===== src/rtl/wb_commit_tracker.sv =====
// wb_commit_tracker
// Passive commit tracker for the DV harness. Pairs load issues seen in EX with
// their later LSU write-backs, merges them with ALU write-backs, and emits one
// ordered commit record per register write on a valid/ready stream.
//
// Ports
//   clk, rst_n                      core clock, async active-low reset
//   ex_valid, pc_ex                 EX completion strobe and its PC
//   regfile_we_ex, regfile_waddr_ex load issue in EX and its destination
//   regfile_alu_we_fw/_waddr_fw/_wdata_fw   ALU/MUL write-back
//   regfile_we_wb, regfile_waddr_fw_wb_o, regfile_wdata   LSU write-back
//   rec_valid/rec_ready, rec_pc/rd/data/is_load           record stream
//   commit_count                    records pushed since reset (wraps)
//   drop_count                      records dropped (saturates)
//   err_overflow/err_orphan_wb/err_rd_mismatch            sticky error flags
module wb_commit_tracker #(
  parameter int LQ_DEPTH = 4,
  parameter int OQ_DEPTH = 8
) (
  input  logic        clk,
  input  logic        rst_n,
  input  logic        ex_valid,
  input  logic [31:0] pc_ex,
  input  logic        regfile_we_ex,
  input  logic [5:0]  regfile_waddr_ex,
  input  logic        regfile_alu_we_fw,
  input  logic [5:0]  regfile_alu_waddr_fw,
  input  logic [31:0] regfile_alu_wdata_fw,
  input  logic        regfile_we_wb,
  input  logic [5:0]  regfile_waddr_fw_wb_o,
  input  logic [31:0] regfile_wdata,
  output logic        rec_valid,
  input  logic        rec_ready,
  output logic [31:0] rec_pc,
  output logic [5:0]  rec_rd,
  output logic [31:0] rec_data,
  output logic        rec_is_load,
  output logic [31:0] commit_count,
  output logic [15:0] drop_count,
  output logic        err_overflow,
  output logic        err_orphan_wb,
  output logic        err_rd_mismatch
);

  localparam int LAW = $clog2(LQ_DEPTH);
  localparam int OAW = $clog2(OQ_DEPTH);
  localparam logic [OAW+1:0] OQ_CAP = (OAW+2)'(OQ_DEPTH);

  typedef struct packed {
    logic [31:0] pc;
    logic [5:0]  rd;
    logic [31:0] data;
    logic        is_load;
  } rec_t;

  // ---------------- load queue ----------------
  logic [31:0]  lq_pc [LQ_DEPTH];
  logic [5:0]   lq_rd [LQ_DEPTH];
  logic [LAW:0] lq_wptr, lq_rptr;
  logic         lq_empty, lq_full, lq_push_req, lq_push, lq_pop, lq_drop;
  logic [31:0]  lq_head_pc;
  logic [5:0]   lq_head_rd;

  assign lq_empty    = (lq_wptr == lq_rptr);
  assign lq_full     = (lq_wptr[LAW] != lq_rptr[LAW]) &&
                       (lq_wptr[LAW-1:0] == lq_rptr[LAW-1:0]);
  assign lq_head_pc  = lq_pc[lq_rptr[LAW-1:0]];
  assign lq_head_rd  = lq_rd[lq_rptr[LAW-1:0]];
  assign lq_push_req = ex_valid && regfile_we_ex;
  // Emptiness is judged on the current state, so a same-cycle push can never
  // satisfy this cycle's write-back.
  assign lq_pop      = regfile_we_wb && !lq_empty;
  // A full queue still accepts a push when the head leaves in the same cycle.
  assign lq_push     = lq_push_req && (!lq_full || lq_pop);
  assign lq_drop     = lq_push_req && !lq_push;

  // NOTE: storage arrays carry no reset; the pointers alone say which entries
  // are live, so resetting the data would only cost flops.
  always_ff @(posedge clk) begin
    if (lq_push) begin
      lq_pc[lq_wptr[LAW-1:0]] <= pc_ex;
      lq_rd[lq_wptr[LAW-1:0]] <= regfile_waddr_ex;
    end
  end

  // NOTE: state registers use non-blocking assignments so every flop samples
  // pre-edge values regardless of statement order.
  always_ff @(posedge clk or negedge rst_n) begin
    if (!rst_n) begin
      lq_wptr <= '0;
      lq_rptr <= '0;
    end else begin
      if (lq_push) lq_wptr <= lq_wptr + 1'b1;
      if (lq_pop)  lq_rptr <= lq_rptr + 1'b1;
    end
  end

  // ---------------- record formation and output queue ----------------
  rec_t         oq_mem [OQ_DEPTH];
  logic [OAW:0] oq_wptr, oq_rptr, oq_count;
  logic [OAW+1:0] oq_free;
  logic         oq_pop;
  logic         lsu_v, alu_v, lsu_push, alu_push;
  rec_t         lsu_rec, alu_rec, first_rec;
  logic [1:0]   n_push, n_drop;
  logic [OAW-1:0] slot0, slot1;
  rec_t         head;

  assign lsu_v    = regfile_we_wb;
  assign alu_v    = regfile_alu_we_fw && ex_valid;
  assign oq_pop   = rec_valid && rec_ready;
  assign oq_count = oq_wptr - oq_rptr;
  // Space is measured after this cycle's pop, so a full queue being drained
  // can still take one record.
  assign oq_free  = OQ_CAP - {1'b0, oq_count} + (OAW+2)'(oq_pop);
  assign slot0    = oq_wptr[OAW-1:0];
  assign slot1    = oq_wptr[OAW-1:0] + 1'b1;

  // NOTE: every combinational output gets a default before any branch, so no
  // path leaves a value held and no latch is inferred.
  always_comb begin
    lsu_rec   = '0;
    alu_rec   = '0;
    lsu_push  = 1'b0;
    alu_push  = 1'b0;
    first_rec = '0;

    lsu_rec.pc      = lq_empty ? 32'h0 : lq_head_pc;
    lsu_rec.rd      = regfile_waddr_fw_wb_o;
    lsu_rec.data    = regfile_wdata;
    lsu_rec.is_load = 1'b1;

    alu_rec.pc      = pc_ex;
    alu_rec.rd      = regfile_alu_waddr_fw;
    alu_rec.data    = regfile_alu_wdata_fw;
    alu_rec.is_load = 1'b0;

    // The LSU record is the older instruction and claims space first.
    lsu_push = lsu_v && (oq_free != '0);
    if (lsu_v) alu_push = alu_v && (oq_free[OAW+1:1] != '0);
    else       alu_push = alu_v && (oq_free != '0);

    first_rec = lsu_push ? lsu_rec : alu_rec;
  end

  assign n_push = 2'(lsu_push) + 2'(alu_push);
  assign n_drop = 2'(lsu_v && !lsu_push) + 2'(alu_v && !alu_push) + 2'(lq_drop);

  always_ff @(posedge clk) begin
    if (n_push != 2'd0) oq_mem[slot0] <= first_rec;
    if (n_push == 2'd2) oq_mem[slot1] <= alu_rec;
  end

  always_ff @(posedge clk or negedge rst_n) begin
    if (!rst_n) begin
      oq_wptr <= '0;
      oq_rptr <= '0;
    end else begin
      oq_wptr <= oq_wptr + (OAW+1)'(n_push);
      if (oq_pop) oq_rptr <= oq_rptr + 1'b1;
    end
  end

  // Head is read straight from registered storage; outputs are masked to 0
  // while empty so reset (and mid-stream reset) clears them asynchronously.
  assign head        = oq_mem[oq_rptr[OAW-1:0]];
  assign rec_valid   = (oq_wptr != oq_rptr);
  assign rec_pc      = rec_valid ? head.pc      : 32'h0;
  assign rec_rd      = rec_valid ? head.rd      : 6'h0;
  assign rec_data    = rec_valid ? head.data    : 32'h0;
  assign rec_is_load = rec_valid && head.is_load;

  // ---------------- counters and sticky errors ----------------
  logic [16:0] drop_sum;
  assign drop_sum = {1'b0, drop_count} + 17'(n_drop);

  always_ff @(posedge clk or negedge rst_n) begin
    if (!rst_n) begin
      commit_count    <= '0;
      drop_count      <= '0;
      err_overflow    <= 1'b0;
      err_orphan_wb   <= 1'b0;
      err_rd_mismatch <= 1'b0;
    end else begin
      commit_count <= commit_count + 32'(n_push);
      drop_count   <= drop_sum[16] ? 16'hFFFF : drop_sum[15:0];
      if (n_drop != 2'd0)                err_overflow    <= 1'b1;
      if (regfile_we_wb && lq_empty)     err_orphan_wb   <= 1'b1;
      if (lq_pop && (regfile_waddr_fw_wb_o != lq_head_rd))
                                         err_rd_mismatch <= 1'b1;
    end
  end

endmodule

===== config.mk =====
export PLATFORM = sky130hd
export DESIGN_NAME = wb_commit_tracker
export DESIGN_NICKNAME = d
export VERILOG_FILES = /design/src/rtl/wb_commit_tracker.sv
export SDC_FILE = /design/constraint.sdc
export NUM_CORES = 1
export LEC_CHECK = 0
export CAP_MARGIN = 30
export CORE_MARGIN = 3
export CORE_UTILIZATION = 49
export CTS_CLUSTER_SIZE = 25
export DETAILED_ROUTE_END_ITERATION = 16
export GPL_TIMING_DRIVEN = 0
export PLACE_DENSITY = 0.68
export SETUP_SLACK_MARGIN = 0.2
export SYNTH_ARGS = -nofsm -noshare
export SYNTH_HDL_FRONTEND = slang
export SYNTH_SLANG_ARGS = --single-unit

===== constraint.sdc =====
create_clock -name clk -period 10.4 [get_ports clk]
set_input_delay 2.08 -clock clk [delete_from_list [all_inputs] [get_ports clk]]
set_output_delay 2.08 -clock clk [all_outputs]
set_load 0.05 [all_outputs]

==> flow_metrics.env <==
export IMPL_status="finished, final reports clean"
export IMPL_cpMaxStageDelayCell="clkdlybuf4s50_1"
export IMPL_grt_max_degree=66
export IMPL_final_common_cell="edfxtp_1"
export IMPL_async_flop_share=0.0828
export IMPL_skew_ps=20.9
export IMPL_final_cells=3759
export IMPL_cts_hold_buf=0
export IMPL_slew_viol_final=0
export IMPL_hold_class="flip-flop to flip-flop"
export IMPL_drv_cap=0
export IMPL_gp_congestion=0.870
export IMPL_crit_path_max_fanout=10
export IMPL_wirelength_um=108000
export IMPL_rsz0062_at_grt="false"
export IMPL_synthesis_area_sq_um=37000
export IMPL_hold_viol=0
export IMPL_pwr_share_seq=0.324
export IMPL_grt_pass1_wl_um=159000
export IMPL_ant_nets=0
export IMPL_power_leakage_nw=15.6
export IMPL_io_buffers=166
export IMPL_vdd_ir_drop_max_mv=0.175
export IMPL_switching_share=0.405
export IMPL_syn_nets=2591
export IMPL_ys_flop_type="edfxtp_1"
export IMPL_ctsLongestPathBuffers=3
export IMPL_period_minus_slack_ps=8340
export IMPL_antenna_found_initial=9
export IMPL_die_x_um=281
export IMPL_mostFrequentLayoutCells="edfxtp_1 (712), a22o_1 (560), nand2_1 (198)"
export IMPL_yosys_area_top_type_share=0.579
export IMPL_top_level_ports=244
export IMPL_initial_core_util=0.496
export IMPL_cts_num_sinks=785
export IMPL_num_rows=100
export IMPL_path_cells="clkbuf_1, clkbuf_1, buf_8, clkbuf_1, inv_1, ha_1, nand2_1, nor2_1, and2_1, clkbuf_1, buf_6, clkbuf_1, a21oi_1, clkdlybuf4s50_1"
export IMPL_ys_warn_count=0
export IMPL_start_kind="flip-flop"
export IMPL_tightest_slew_ps=1050
export IMPL_critPathCaptureType="output pin"
export IMPL_required_ps=8320
export IMPL_cts_tree="built"
export IMPL_grt_pass1_vias=24943
export IMPL_fp_coreArea_sq_um=74600
export IMPL_yosys_cell_types_count=48
export IMPL_die_y_um=281
export IMPL_combPwrFrac=0.469
export IMPL_drt_first_pass_iters=5
export IMPL_cts_buffers=84
export IMPL_gr_usage_all_layers=0.273
export IMPL_grt_overflow=0
export IMPL_drive_above_1_share=0.174
export IMPL_crit_buf_inv=9
export IMPL_critical_path_class="flip-flop to output pin"
export IMPL_ctsHtreeMaxLevel=3
export IMPL_period_share=0.802
export IMPL_dp_cells=3597
export IMPL_netSwitchingPower_w=0.00562
export IMPL_fin_setup_tns_ps=0
export IMPL_ys_top_cells_by_area="edfxtp_1 (58%), a22o_1 (13%), mux4_2 (11%)"
export IMPL_synth_edff_count=712
export IMPL_synth_top_cell_by_area="edfxtp_1"
export IMPL_avgViaCountPerCell=6.55
export IMPL_wl_per_cell_um=28.8
export IMPL_pwr_density_cell_nw_per_um2=324
export IMPL_worst_slack_ps=2060
export IMPL_postCtsSetupBuffers=0
export IMPL_drt_initial_drc_count=2768
export IMPL_post_cts_resize_count=0
export IMPL_critPathTopFamily="buffers and inverters"
export IMPL_fp_dieArea_sq_um=78700
export IMPL_cts_clk_slew_worst_paths_ps=60
export IMPL_final_nets=2860
export IMPL_setup_viol=0
export IMPL_crit_path_frequent_cell="clkbuf_1"
export IMPL_vias=24613
export IMPL_root_buffer="clkbuf_16"
export IMPL_internal_power_w=0.00826
export IMPL_ys_seq_area_frac=0.627
export IMPL_avgSynthCellArea_sq_um=15.1
export IMPL_clk_latency_ps=650
export IMPL_worstPathArrival_ps=6260
export IMPL_dp_final_hpwl_um=71100
export IMPL_cpPeakStageDelay_ps=760
export IMPL_areaGrowthSynthToFinish_pct=16.0
export IMPL_ys_seq_elements=785
export IMPL_synthCells=2446
export IMPL_drcViolationCount=0
export IMPL_fmax_ghz=0.120
export IMPL_clkPwrFrac=0.207
export IMPL_dp_slack_ps=2820
export IMPL_relSlewSlack=0.298
export IMPL_fillers=5742
flip-flops by register name (all words and copies together), names as in the netlist:
signal,cells
oq_mem,568
lq_pc,128
lq_rd,24
lq_wptr,3
err_rd_mismatch,1
lq_rptr,3
oq_rptr,4
commit_count,32
err_overflow,1
oq_wptr,4
drop_count,16
err_orphan_wb,1
path summary, 6_finish.rpt:
path / start / end / slack, ps / cells past startpoint
setup reg to reg: oq_rptr[1] / drop_count[3] / 3530 / 22
hold / removal: commit_count[31] / commit_count[31] / 470 / 1
hold reg to reg: commit_count[31] / commit_count[31] / 470 / 1
min in group asynchronous: rst_n / lq_wptr[1] / 1550 / 1
setup / recovery: oq_rptr[1] / rec_data[9] / 2060 / 14
max in group asynchronous: rst_n / err_overflow / 8260 / 1
metrics by stage:
stage	utilization	hold WS [ps]	total power, W	area (sq um)
after floorplan	-	443	0.00881	37000
after global placement	0.534	455	0.0109	39800
after detailed placement	0.540	458	0.0110	40200
after CTS	0.575	472	0.0139	42800
after global routing	0.575	498	0.0144	42900
final	0.575	472	0.0139	42900
power by group through the flow:
| stage | clock network [W] | logic [W] | registers [W] |
|---|---|---|---|
| 2_1_floorplan | 0 | 0.00418 | 0.00463 |
| 3_3_place_gp | 0 | 0.00624 | 0.00464 |
| 3_5_place_dp | 0 | 0.00645 | 0.00455 |
| 4_1_cts | 0.00289 | 0.00647 | 0.00449 |
| 5_1_grt | 0.00301 | 0.00683 | 0.00454 |
| 6_report | 0.00287 | 0.00651 | 0.00449 |
synthesized netlist by cell type (8+ instances only):
cell type / instances
nor3_1: 10
dfrtp_1: 65
buf_6: 8
nand2_1: 206
inv_1: 13
xnor2_1: 43
nand3_1: 29
clkbuf_2: 28
a21o_1: 11
a21oi_1: 73
dfxtp_1: 8
edfxtp_1: 712
xor2_1: 19
nand4_1: 10
nor2_1: 40
buf_4: 16
clkbuf_1: 66
o21ai_0: 10
mux4_2: 180
ha_1: 19
and3_1: 43
buf_2: 96
buf_1: 125
a31o_1: 8
a22o_1: 560
routing by layer:
metal  wire, um  vias to the layer above  track usage
li1           -                    10314            -
met1      39600                    12434        0.349
met2      51800                     1530        0.440
met3      11600                      329       0.0739
met4       4990                        6        0.120
met5         33                        -            0
worst reg2reg max path: cells and delay by family (launching register included):
kind | cells | cell delay, ps
buffers and inverters | 7 | 2820
and+or+nand+nor | 10 | 1680
adders and majority gates | 4 | 1530
DFF | 1 | 400
AOI/OAI and AO/OA | 1 | 320
kinds of logic after synthesis:
group           synth area share
flops                      0.627
buf+inv                   0.0433
mux                        0.111
fa+ha+maj                0.00914
compound gates             0.151
xor+xnor                  0.0147
simple gates              0.0443
area by class of cell:
| cell class | count | area, sq um | share of cell area |
|---|---|---|---|
| Antenna cell | 7 | 17.5 | 0.000409 |
| Buffer | 339 | 1550 | 0.0361 |
| Clock buffer | 113 | 2330 | 0.0543 |
| Clock inverter | 41 | 279 | 0.00651 |
| Inverter | 14 | 52.6 | 0.00123 |
| Multi-Input combinational cell | 1308 | 12200 | 0.286 |
| Sequential cell | 785 | 23200 | 0.540 |
| Tap cell | 969 | 1210 | 0.0283 |
| Timing Repair Buffer | 183 | 2020 | 0.0471 |
No activity file was read; power rests on OpenSTA's default activity.
